===== src/rtl/i2s_adc_receiver.sv =====
// i2s_adc_receiver
// Capture side of the WM8731 audio path. Deserializes AUD_ADCDAT in I2S format
// with the codec as bit/frame clock master, and presents each left/right pair
// on a valid/ready port in the Clk domain. All codec pins are synchronized and
// their edges are detected in Clk; Clk must run at least 8x the bit clock.
// Optional feature: define I2S_RX_PEAK_EN to add Peak_out/Peak_clr, a running
// maximum of |Left_out| over presented pairs.
module i2s_adc_receiver #(
  parameter int DATA_W      = 16,
  parameter int SYNC_STAGES = 2
) (
  input  logic              Clk,
  input  logic              Reset,
  input  logic              AUD_BCLK,
  input  logic              AUD_ADCLRCK,
  input  logic              AUD_ADCDAT,
  output logic [DATA_W-1:0] Left_out,
  output logic [DATA_W-1:0] Right_out,
  output logic              Valid,
  input  logic              Ready,
  output logic              Overrun,
  output logic              Frame_err
`ifdef I2S_RX_PEAK_EN
  ,
  output logic [DATA_W-1:0] Peak_out,
  input  logic              Peak_clr
`endif
);

  localparam int CNT_W = $clog2(DATA_W + 1);

  localparam logic [1:0] ST_ALIGN = 2'd0;
  localparam logic [1:0] ST_DELAY = 2'd1;
  localparam logic [1:0] ST_SHIFT = 2'd2;
  localparam logic [1:0] ST_DONE  = 2'd3;

  // Synchronizer chains, index 0 is the pin side.
  logic [SYNC_STAGES-1:0] bclk_sync_q;
  logic [SYNC_STAGES-1:0] lrck_sync_q;
  logic [SYNC_STAGES-1:0] dat_sync_q;

  logic bclk_s, lrck_s, dat_s;
  logic bclk_prev_q, lrck_prev_q;
  logic bclk_rise_q, lrck_rise_q, lrck_fall_q, dat_q;
  logic lrck_edge;

  logic [1:0]        state_q, state_d;
  logic [CNT_W-1:0]  cnt_q, cnt_d;
  logic [DATA_W-2:0] shift_q, shift_d;
  logic [DATA_W-1:0] word_in;
  logic              chan_q, chan_d;
  logic              left_ok_q, left_ok_d;
  logic [DATA_W-1:0] left_word_q, left_word_d;
  logic [DATA_W-1:0] pair_right_q, pair_right_d;
  logic              pair_q, pair_d;
  logic              frame_err_q, frame_err_d;

  logic [DATA_W-1:0] left_out_q, right_out_q;
  logic              valid_q, overrun_q;

  assign bclk_s = bclk_sync_q[SYNC_STAGES-1];
  assign lrck_s = lrck_sync_q[SYNC_STAGES-1];
  assign dat_s  = dat_sync_q[SYNC_STAGES-1];

  // Bring the three asynchronous codec pins into the Clk domain.
  always_ff @(posedge Clk) begin
    // NOTE: sequential state always uses non-blocking assignment so every flop
    // samples the pre-edge value of its source regardless of block ordering.
    if (Reset) begin
      bclk_sync_q <= '0;
      lrck_sync_q <= '0;
      dat_sync_q  <= '0;
    end else begin
      bclk_sync_q <= {bclk_sync_q[SYNC_STAGES-2:0], AUD_BCLK};
      lrck_sync_q <= {lrck_sync_q[SYNC_STAGES-2:0], AUD_ADCLRCK};
      dat_sync_q  <= {dat_sync_q[SYNC_STAGES-2:0], AUD_ADCDAT};
    end
  end

  // Register edge strobes and the data bit together so they stay aligned.
  always_ff @(posedge Clk) begin
    if (Reset) begin
      bclk_prev_q <= 1'b0;
      lrck_prev_q <= 1'b0;
      bclk_rise_q <= 1'b0;
      lrck_rise_q <= 1'b0;
      lrck_fall_q <= 1'b0;
      dat_q       <= 1'b0;
    end else begin
      bclk_prev_q <= bclk_s;
      lrck_prev_q <= lrck_s;
      bclk_rise_q <= bclk_s & ~bclk_prev_q;
      lrck_rise_q <= lrck_s & ~lrck_prev_q;
      lrck_fall_q <= ~lrck_s & lrck_prev_q;
      dat_q       <= dat_s;
    end
  end

  assign lrck_edge = lrck_rise_q | lrck_fall_q;
  assign word_in   = {shift_q, dat_q};

  // Frame alignment, I2S one-bit delay, shifting and word/pair bookkeeping.
  always_comb begin
    // NOTE: every variable gets a default first so no path leaves it
    // unassigned; otherwise synthesis would infer a latch.
    state_d      = state_q;
    cnt_d        = cnt_q;
    shift_d      = shift_q;
    chan_d       = chan_q;
    left_ok_d    = left_ok_q;
    left_word_d  = left_word_q;
    pair_right_d = pair_right_q;
    pair_d       = 1'b0;
    frame_err_d  = 1'b0;

    if (state_q == ST_ALIGN) begin
      // Only the start of a left word gives a trustworthy frame boundary.
      if (lrck_fall_q) begin
        state_d   = ST_DELAY;
        cnt_d     = '0;
        chan_d    = 1'b0;
        left_ok_d = 1'b0;
      end
    end else if (lrck_edge) begin
      // A channel boundary before the word filled means the word was cut short.
      if (state_q != ST_DONE) frame_err_d = 1'b1;
      state_d = ST_DELAY;
      cnt_d   = '0;
      chan_d  = lrck_rise_q;
      if (lrck_fall_q) left_ok_d = 1'b0;
    end else if (bclk_rise_q) begin
      if (state_q == ST_DELAY) begin
        state_d = ST_SHIFT;
      end else if (state_q == ST_SHIFT) begin
        shift_d = word_in[DATA_W-2:0];
        cnt_d   = cnt_q + 1'b1;
        if (cnt_d == CNT_W'(DATA_W)) begin
          state_d = ST_DONE;
          if (!chan_q) begin
            left_word_d = word_in;
            left_ok_d   = 1'b1;
          end else if (left_ok_q) begin
            // Right word only forms a pair with a left word from this frame.
            pair_right_d = word_in;
            pair_d       = 1'b1;
            left_ok_d    = 1'b0;
          end
        end
      end
    end
  end

  // Receiver state registers.
  always_ff @(posedge Clk) begin
    if (Reset) begin
      state_q      <= ST_ALIGN;
      cnt_q        <= '0;
      shift_q      <= '0;
      chan_q       <= 1'b0;
      left_ok_q    <= 1'b0;
      left_word_q  <= '0;
      pair_right_q <= '0;
      pair_q       <= 1'b0;
      frame_err_q  <= 1'b0;
    end else begin
      state_q      <= state_d;
      cnt_q        <= cnt_d;
      shift_q      <= shift_d;
      chan_q       <= chan_d;
      left_ok_q    <= left_ok_d;
      left_word_q  <= left_word_d;
      pair_right_q <= pair_right_d;
      pair_q       <= pair_d;
      frame_err_q  <= frame_err_d;
    end
  end

  // Output holding register with valid/ready handshake and overrun flag.
  always_ff @(posedge Clk) begin
    if (Reset) begin
      left_out_q  <= '0;
      right_out_q <= '0;
      valid_q     <= 1'b0;
      overrun_q   <= 1'b0;
    end else begin
      overrun_q <= 1'b0;
      if (pair_q) begin
        // A new pair always wins; it is an overrun only if the old one was
        // neither consumed before nor in this very cycle.
        left_out_q  <= left_word_q;
        right_out_q <= pair_right_q;
        valid_q     <= 1'b1;
        overrun_q   <= valid_q & ~Ready;
      end else if (valid_q && Ready) begin
        valid_q <= 1'b0;
      end
    end
  end

  assign Left_out  = left_out_q;
  assign Right_out = right_out_q;
  assign Valid     = valid_q;
  assign Overrun   = overrun_q;
  assign Frame_err = frame_err_q;

`ifdef I2S_RX_PEAK_EN
  localparam logic [DATA_W-1:0] MOST_NEG = {1'b1, {(DATA_W-1){1'b0}}};
  localparam logic [DATA_W-1:0] MOST_POS = ~MOST_NEG;

  logic              load_q;
  logic [DATA_W-1:0] peak_q;
  logic [DATA_W-1:0] left_mag;

  // Magnitude of the held left sample, saturating the most negative code.
  always_comb begin
    left_mag = left_out_q;
    if (left_out_q == MOST_NEG)  left_mag = MOST_POS;
    else if (left_out_q[DATA_W-1]) left_mag = -left_out_q;
  end

  // Track the running peak one cycle after each output load.
  always_ff @(posedge Clk) begin
    if (Reset) begin
      load_q <= 1'b0;
      peak_q <= '0;
    end else begin
      load_q <= pair_q;
      if (Peak_clr)                          peak_q <= '0;
      else if (load_q && (left_mag > peak_q)) peak_q <= left_mag;
    end
  end

  assign Peak_out = peak_q;
`endif

endmodule


===== config.mk =====
export PLATFORM = sky130hd
export DESIGN_NAME = i2s_adc_receiver
export DESIGN_NICKNAME = d
export VERILOG_FILES = /design/src/rtl/i2s_adc_receiver.sv
export SDC_FILE = /design/constraint.sdc
export NUM_CORES = 1
export LEC_CHECK = 0
export BUFFER_PORTS_ARGS = -buffer_cell sky130_fd_sc_hd__buf_2
export CAP_MARGIN = 20
export CORE_MARGIN = 1.5
export CORE_UTILIZATION = 40
export DETAILED_ROUTE_END_ITERATION = 12
export PLACE_DENSITY = 0.57
export SLEW_MARGIN = 20
export SYNTH_ARGS = -nofsm -noshare
export SYNTH_HDL_FRONTEND = slang
export SYNTH_SLANG_ARGS = --single-unit

===== constraint.sdc =====
create_clock -name Clk -period 4.4 [get_ports Clk]
set_input_delay 0.44 -clock Clk [delete_from_list [all_inputs] [get_ports Clk]]
set_output_delay 0.44 -clock Clk [all_outputs]
set_load 0.01 [all_outputs]

## Yosys cells after proc, flatten, opt, wreduce, memory -nomap -nowiden

Cells that the tools add are included.

| word-level totals | value |
|---|---|
| bits in registers | 104 |
| output and inout bits | 35 |
| word-level logic and storage cells | 93 |

| cells by class | value |
|---|---|
| add/subtract/negate cells | 1 |
| equal/unequal tests | 6 |
| mux-type cells | 28 |
| bitwise gates (word level) | 17 |
| reduce and logical (&&, ||, !) cells | 19 |

Operator list:

| kind | count |
|---|---|
| $mux W5 | 6 |
| $mux W1 | 15 |
| $mux W2 | 7 |
| $not A1 Y1 | 12 |
| $reduce_and A4 Y1 | 3 |
| $reduce_bool A3 Y1 | 3 |
| $reduce_and A8 Y1 | 1 |
| $reduce_bool A4 Y1 | 2 |
| $reduce_or A8 Y1 | 1 |
| $reduce_and A7 Y1 | 1 |
| $add A5 B1 Y5 const B | 1 |
| $eq A5 B5 Y1 const B | 1 |
| $reduce_and A5 Y1 | 1 |
| $and A1 B1 Y1 | 4 |
| $ne A2 B2 Y1 const B | 2 |
| $reduce_bool A2 Y1 | 2 |
| $ne A3 B3 Y1 const B | 1 |
| $reduce_or A3 Y1 | 1 |
| $eq A2 B1 Y1 const B | 1 |
| $eq A2 B2 Y1 const B | 1 |
| $logic_not A2 Y1 | 1 |
| $reduce_and A2 Y1 | 1 |
| $reduce_or A2 Y1 | 1 |
| $logic_and A1 B1 Y1 | 1 |
| $or A1 B1 Y1 | 1 |

## Depth between registers and ports, before layout

| depth | value |
|---|---|
| depth in word-level cells | 8 |
| gate-level depth with buffers | 9 |
| gate-level depth less buffers | 6 |

## Least setup slack after synthesis

No wires, ideal clock.

| timing path | value |
|---|---|
| path type | register to register |
| start | register state_q[0] |
| end | register pair_right_q[10] |
| setup time | 0.132 ns |
| arrival time | 2.073 ns |
| setup slack | 2.194 ns |
| stages on the path, launching flop included | 10 |
| path buffers | 3 |
| path through | dfxtp_1 -> inv_1 -> ha_1 -> or3_1 -> buf_2 -> or3_1 -> buf_6 -> buf_6 -> o31ai_2 -> a21oi_1 |

| between the ends | value |
|---|---|
| cells in the longest elaborated chain, start to end | 3 |

RTL lines:

| what | line | RTL |
|---|---|---|
| start, declared | 47 | `logic [1:0] state_q, state_d;` |
| start signal, assigned | 166 | `state_q <= state_d;` |
| $eq A2 B1 Y1 or $logic_not A2 Y1 (tied branches) | 132, 116 |  |
| $not A1 Y1 (no line) | - |  |
| $reduce_and A8 Y1 (no line) (*) | - |  |
| end signal, assigned | 172 | `pair_right_q <= pair_right_d;` |
| end, declared | 54 | `logic [DATA_W-1:0] pair_right_q, pair_right_d;` |

Every way passes the cells marked *; elsewhere a longest branch is shown, timed or not.
A chain may end at the register's enable or synchronous reset.

## Final worst setup path

| timing path | value |
|---|---|
| start | register state_q[0] |
| end | register cnt_q[3] |

| between the ends | value |
|---|---|
| cells in the longest elaborated chain, start to end | 3 |

RTL lines:

| what | line | RTL |
|---|---|---|
| $eq A2 B1 Y1, or another cell as far along | 132 | `if (state_q == ST_DELAY) begin` |
| $ne A3 B3 Y1 (no line), or another cell as far along | - |  |
| $reduce_and A4 Y1 (no line) | - |  |
| end signal, assigned | 167 | `cnt_q <= cnt_d;` |
| end, declared | 48 | `logic [CNT_W-1:0] cnt_q, cnt_d;` |

Several ways; a longest one is shown, not always the timed one.

==> results.sh <==
export IMPL_initial_core_util=0.413
export IMPL_syn_inst=430
export IMPL_ant_nets=0
export IMPL_power_density_mw_per_mm2=348
export IMPL_reg2reg_setup_slack_ns=1.67
export IMPL_grt_pass1_wl_mm=14.3
export IMPL_cap_violations=0
export IMPL_clkTransAtPathRegs_ns=0.10
export IMPL_critPathSlowestCell="nor2_1"
export IMPL_worstSetupStartpointType="flop"
export IMPL_power_mw=1.57
export IMPL_die_area_mm2=0.0108
export IMPL_io_pins=41
export IMPL_ctsHoldBuffers=0
export IMPL_r2r_start="state_q[0]"
export IMPL_p_leak_nw=1.53
export IMPL_rsz0062_at_grt="no"
export IMPL_final_max_slew_viol_count=0
export IMPL_ys_warn_count=0
export IMPL_nets=458
export IMPL_finalHoldViolCount=0
export IMPL_syn_to_final_growth_pct=10.9
export IMPL_cts_resized=0
export IMPL_dp_hpwl_mm=5.22
export IMPL_vias=3053
export IMPL_num_rows=36
export IMPL_fill_cells=1000
export IMPL_post_route_period_util=0.622
export IMPL_startpoint="state_q[0]"
export IMPL_status="complete, no violations"
export IMPL_crit_type="flop to flop"
export IMPL_die_w_um=104
export IMPL_port_buffers=40
export IMPL_cp_arrival_ns=3.01
export IMPL_placed_area_mm2=0.00431
export IMPL_grtUsageTotal=0.160
export IMPL_cp_max_fo=18
export IMPL_async_flop_share=0
export IMPL_postLayoutCellArea_mm2=0.00450
export IMPL_critical_path_max_stage_delay_ns=0.86
export IMPL_routabilityCongestion=0.804
export IMPL_via_per_inst=5.22
export IMPL_drc=0
export IMPL_multiInputGateArea_mm2=0.00181
export IMPL_cts_tree="done"
export IMPL_max_freq_mhz=366
export IMPL_synthFlopType="dfxtp_1"
export IMPL_postCtsSetupRepairBufs=0
export IMPL_cts_root_buf="clkbuf_8"
export IMPL_synth_area_per_cell_um2=9.44
export IMPL_netlist_area_mm2=0.00406
export IMPL_synth_fp_nets=441
export IMPL_cts_sinks=104
export IMPL_drtIter0Drc=253
export IMPL_layout_drive_gt1_share=0.168
export IMPL_relSlewSlack=0.283
export IMPL_drt_pass1_iterations=6
export IMPL_crit_required_ns=4.68
export IMPL_critical_path_endpoint="cnt_q[3]"
export IMPL_skew_ns=0.0108
export IMPL_hold_class="primary input to flop"
export IMPL_setup_violations=0
export IMPL_fin_crit_ns=2.73
export IMPL_antenna_found_initial=0
export IMPL_grt_max_degree=70
export IMPL_grt_ovfl_total=0
export IMPL_die_y_um=104
export IMPL_setup_tns_ns=0
export IMPL_ys_ff_latch=104
export IMPL_antennaDiodeCount=0
export IMPL_ys_types=42
export IMPL_ir_drop_mv=0.153
export IMPL_crit_path_end_kind="flop"
export IMPL_clk_latency_ns=0.36
export IMPL_ys_seq_area_frac=0.513
export IMPL_clockBufferDepth=2
export IMPL_worst_pin_slew_ns=1.07
export IMPL_synth_edff_count=0
export IMPL_rr_worst_depth=6
export IMPL_core_area_mm2=0.00982
export IMPL_h_tree_depth=3
export IMPL_drt_wl_total_mm=8.39
export IMPL_r2r_end="cnt_q[3]"
export IMPL_regArea_mm2=0.00208
export IMPL_grt_pass1_vias=2809
export IMPL_cp_cell_sequence="inv_1 -> ha_1 -> or3_1 -> nor2_1 -> a31oi_1 -> a311oi_1"
export IMPL_cts_buffers=9
export IMPL_wl_per_cell_um=14.3
## power breakdown
part / switching [mW] / total (mW) / internal, mW / leakage, nW
Clock: 0.343 / 0.590 / 0.247 / 0.102
Combinational: 0.0211 / 0.0292 / 0.00810 / 0.593
Sequential: 0.00288 / 0.948 / 0.945 / 0.840
Total: 0.367 / 1.57 / 1.20 / 1.53
## per-layer routing
metal,global-route usage,part of all wire
met2,0.230,0.42
met3,0.0352,0.048
met5,0,0
met4,0.0506,0.011
met1,0.237,0.52
## layout make-up
type | count | area share
flip-flops and latches | 104 | 0.463
repair buffers | 43 | 0.0500
well taps | 133 | 0.0369
inverters | 6 | 0.00500
multi-input cells | 283 | 0.402
clock inverters | 5 | 0.0103
clock buffers | 11 | 0.0336
## registers in the layout (all words and copies together), names as in the netlist, 2 cells and up
| register | cells |
|---|---|
| Left_out | 16 |
| Right_out | 16 |
| left_word_q | 16 |
| pair_right_q | 16 |
| shift_q | 15 |
| cnt_q | 5 |
| bclk_sync_q | 2 |
| dat_sync_q | 2 |
| lrck_sync_q | 2 |
| state_q | 2 |
## placed cells by master, fill, tap and decap left out, drive strengths merged, types with 2 or more instances in the layout
cell type  instances
nand2             39
a31oi              3
ha                 5
dfxtp            104
nand4b             2
inv                9
nor2              38
o21ai              3
nor4               2
mux2i             33
nor2b             11
or3                2
and2               2
clkbuf            11
nand2b             3
o31ai             33
a311oi             3
clkinv             2
buf               43
nand4             32
a21oi             52
nor3               4
## worst min-delay path by stage
| stage | start | to | slack, ns | depth (start not counted) |
|---|---|---|---|---|
| after CTS | AUD_BCLK | bclk_sync_q[0] | 0.27 | 2 |
| after detailed placement | bclk_prev_q | bclk_rise_q | 0.38 | 1 |
| after global placement | bclk_prev_q | bclk_rise_q | 0.37 | 1 |
| after floorplan | bclk_prev_q | bclk_rise_q | 0.37 | 1 |
| final | AUD_BCLK | bclk_sync_q[0] | 0.27 | 2 |
| after global routing | AUD_ADCLRCK | lrck_sync_q[0] | 0.26 | 2 |
## cell families after synthesis
family	Yosys count	share of synthesized area
muxes	33	0.0814
AOI/OAI and AO/OA	101	0.166
buffers and inverters	43	0.0447
adders and majority gates	5	0.0154
and+or+nand+nor	144	0.180
DFF	104	0.513
## synthesized netlist by cell type (all sizes together) (4+ instances only)
library cell,number,area (um^2)
a21oi,52,260
clkbuf,27,101
nand4,32,200
dfxtp,104,2080
nand2,39,146
ha,5,62.6
inv,6,22.5
nor2b,11,68.8
nor3,4,30.0
buf,10,57.6
o31ai,33,298
mux2i,33,330
nor2,38,143
## worst max-delay path: cells and delay by family (launching register included)
family | cells | cell delay [ns]
fa+ha+maj | 1 | 0.29
simple gates | 2 | 1.36
flops | 1 | 0.41
compound gates | 2 | 0.48
buf+inv | 1 | 0.11
## stage by stage
step	instances	hold WS, ns	worst slack, ns	utilization
floorplan	430	0.367	2.19	-
global placement	569	0.372	1.87	0.437
detailed placement	569	0.376	1.74	0.438
CTS	585	0.267	1.72	0.459
global route	585	0.264	1.45	0.459
finish	585	0.272	1.67	0.459
(Power assumes the default switching activity.)
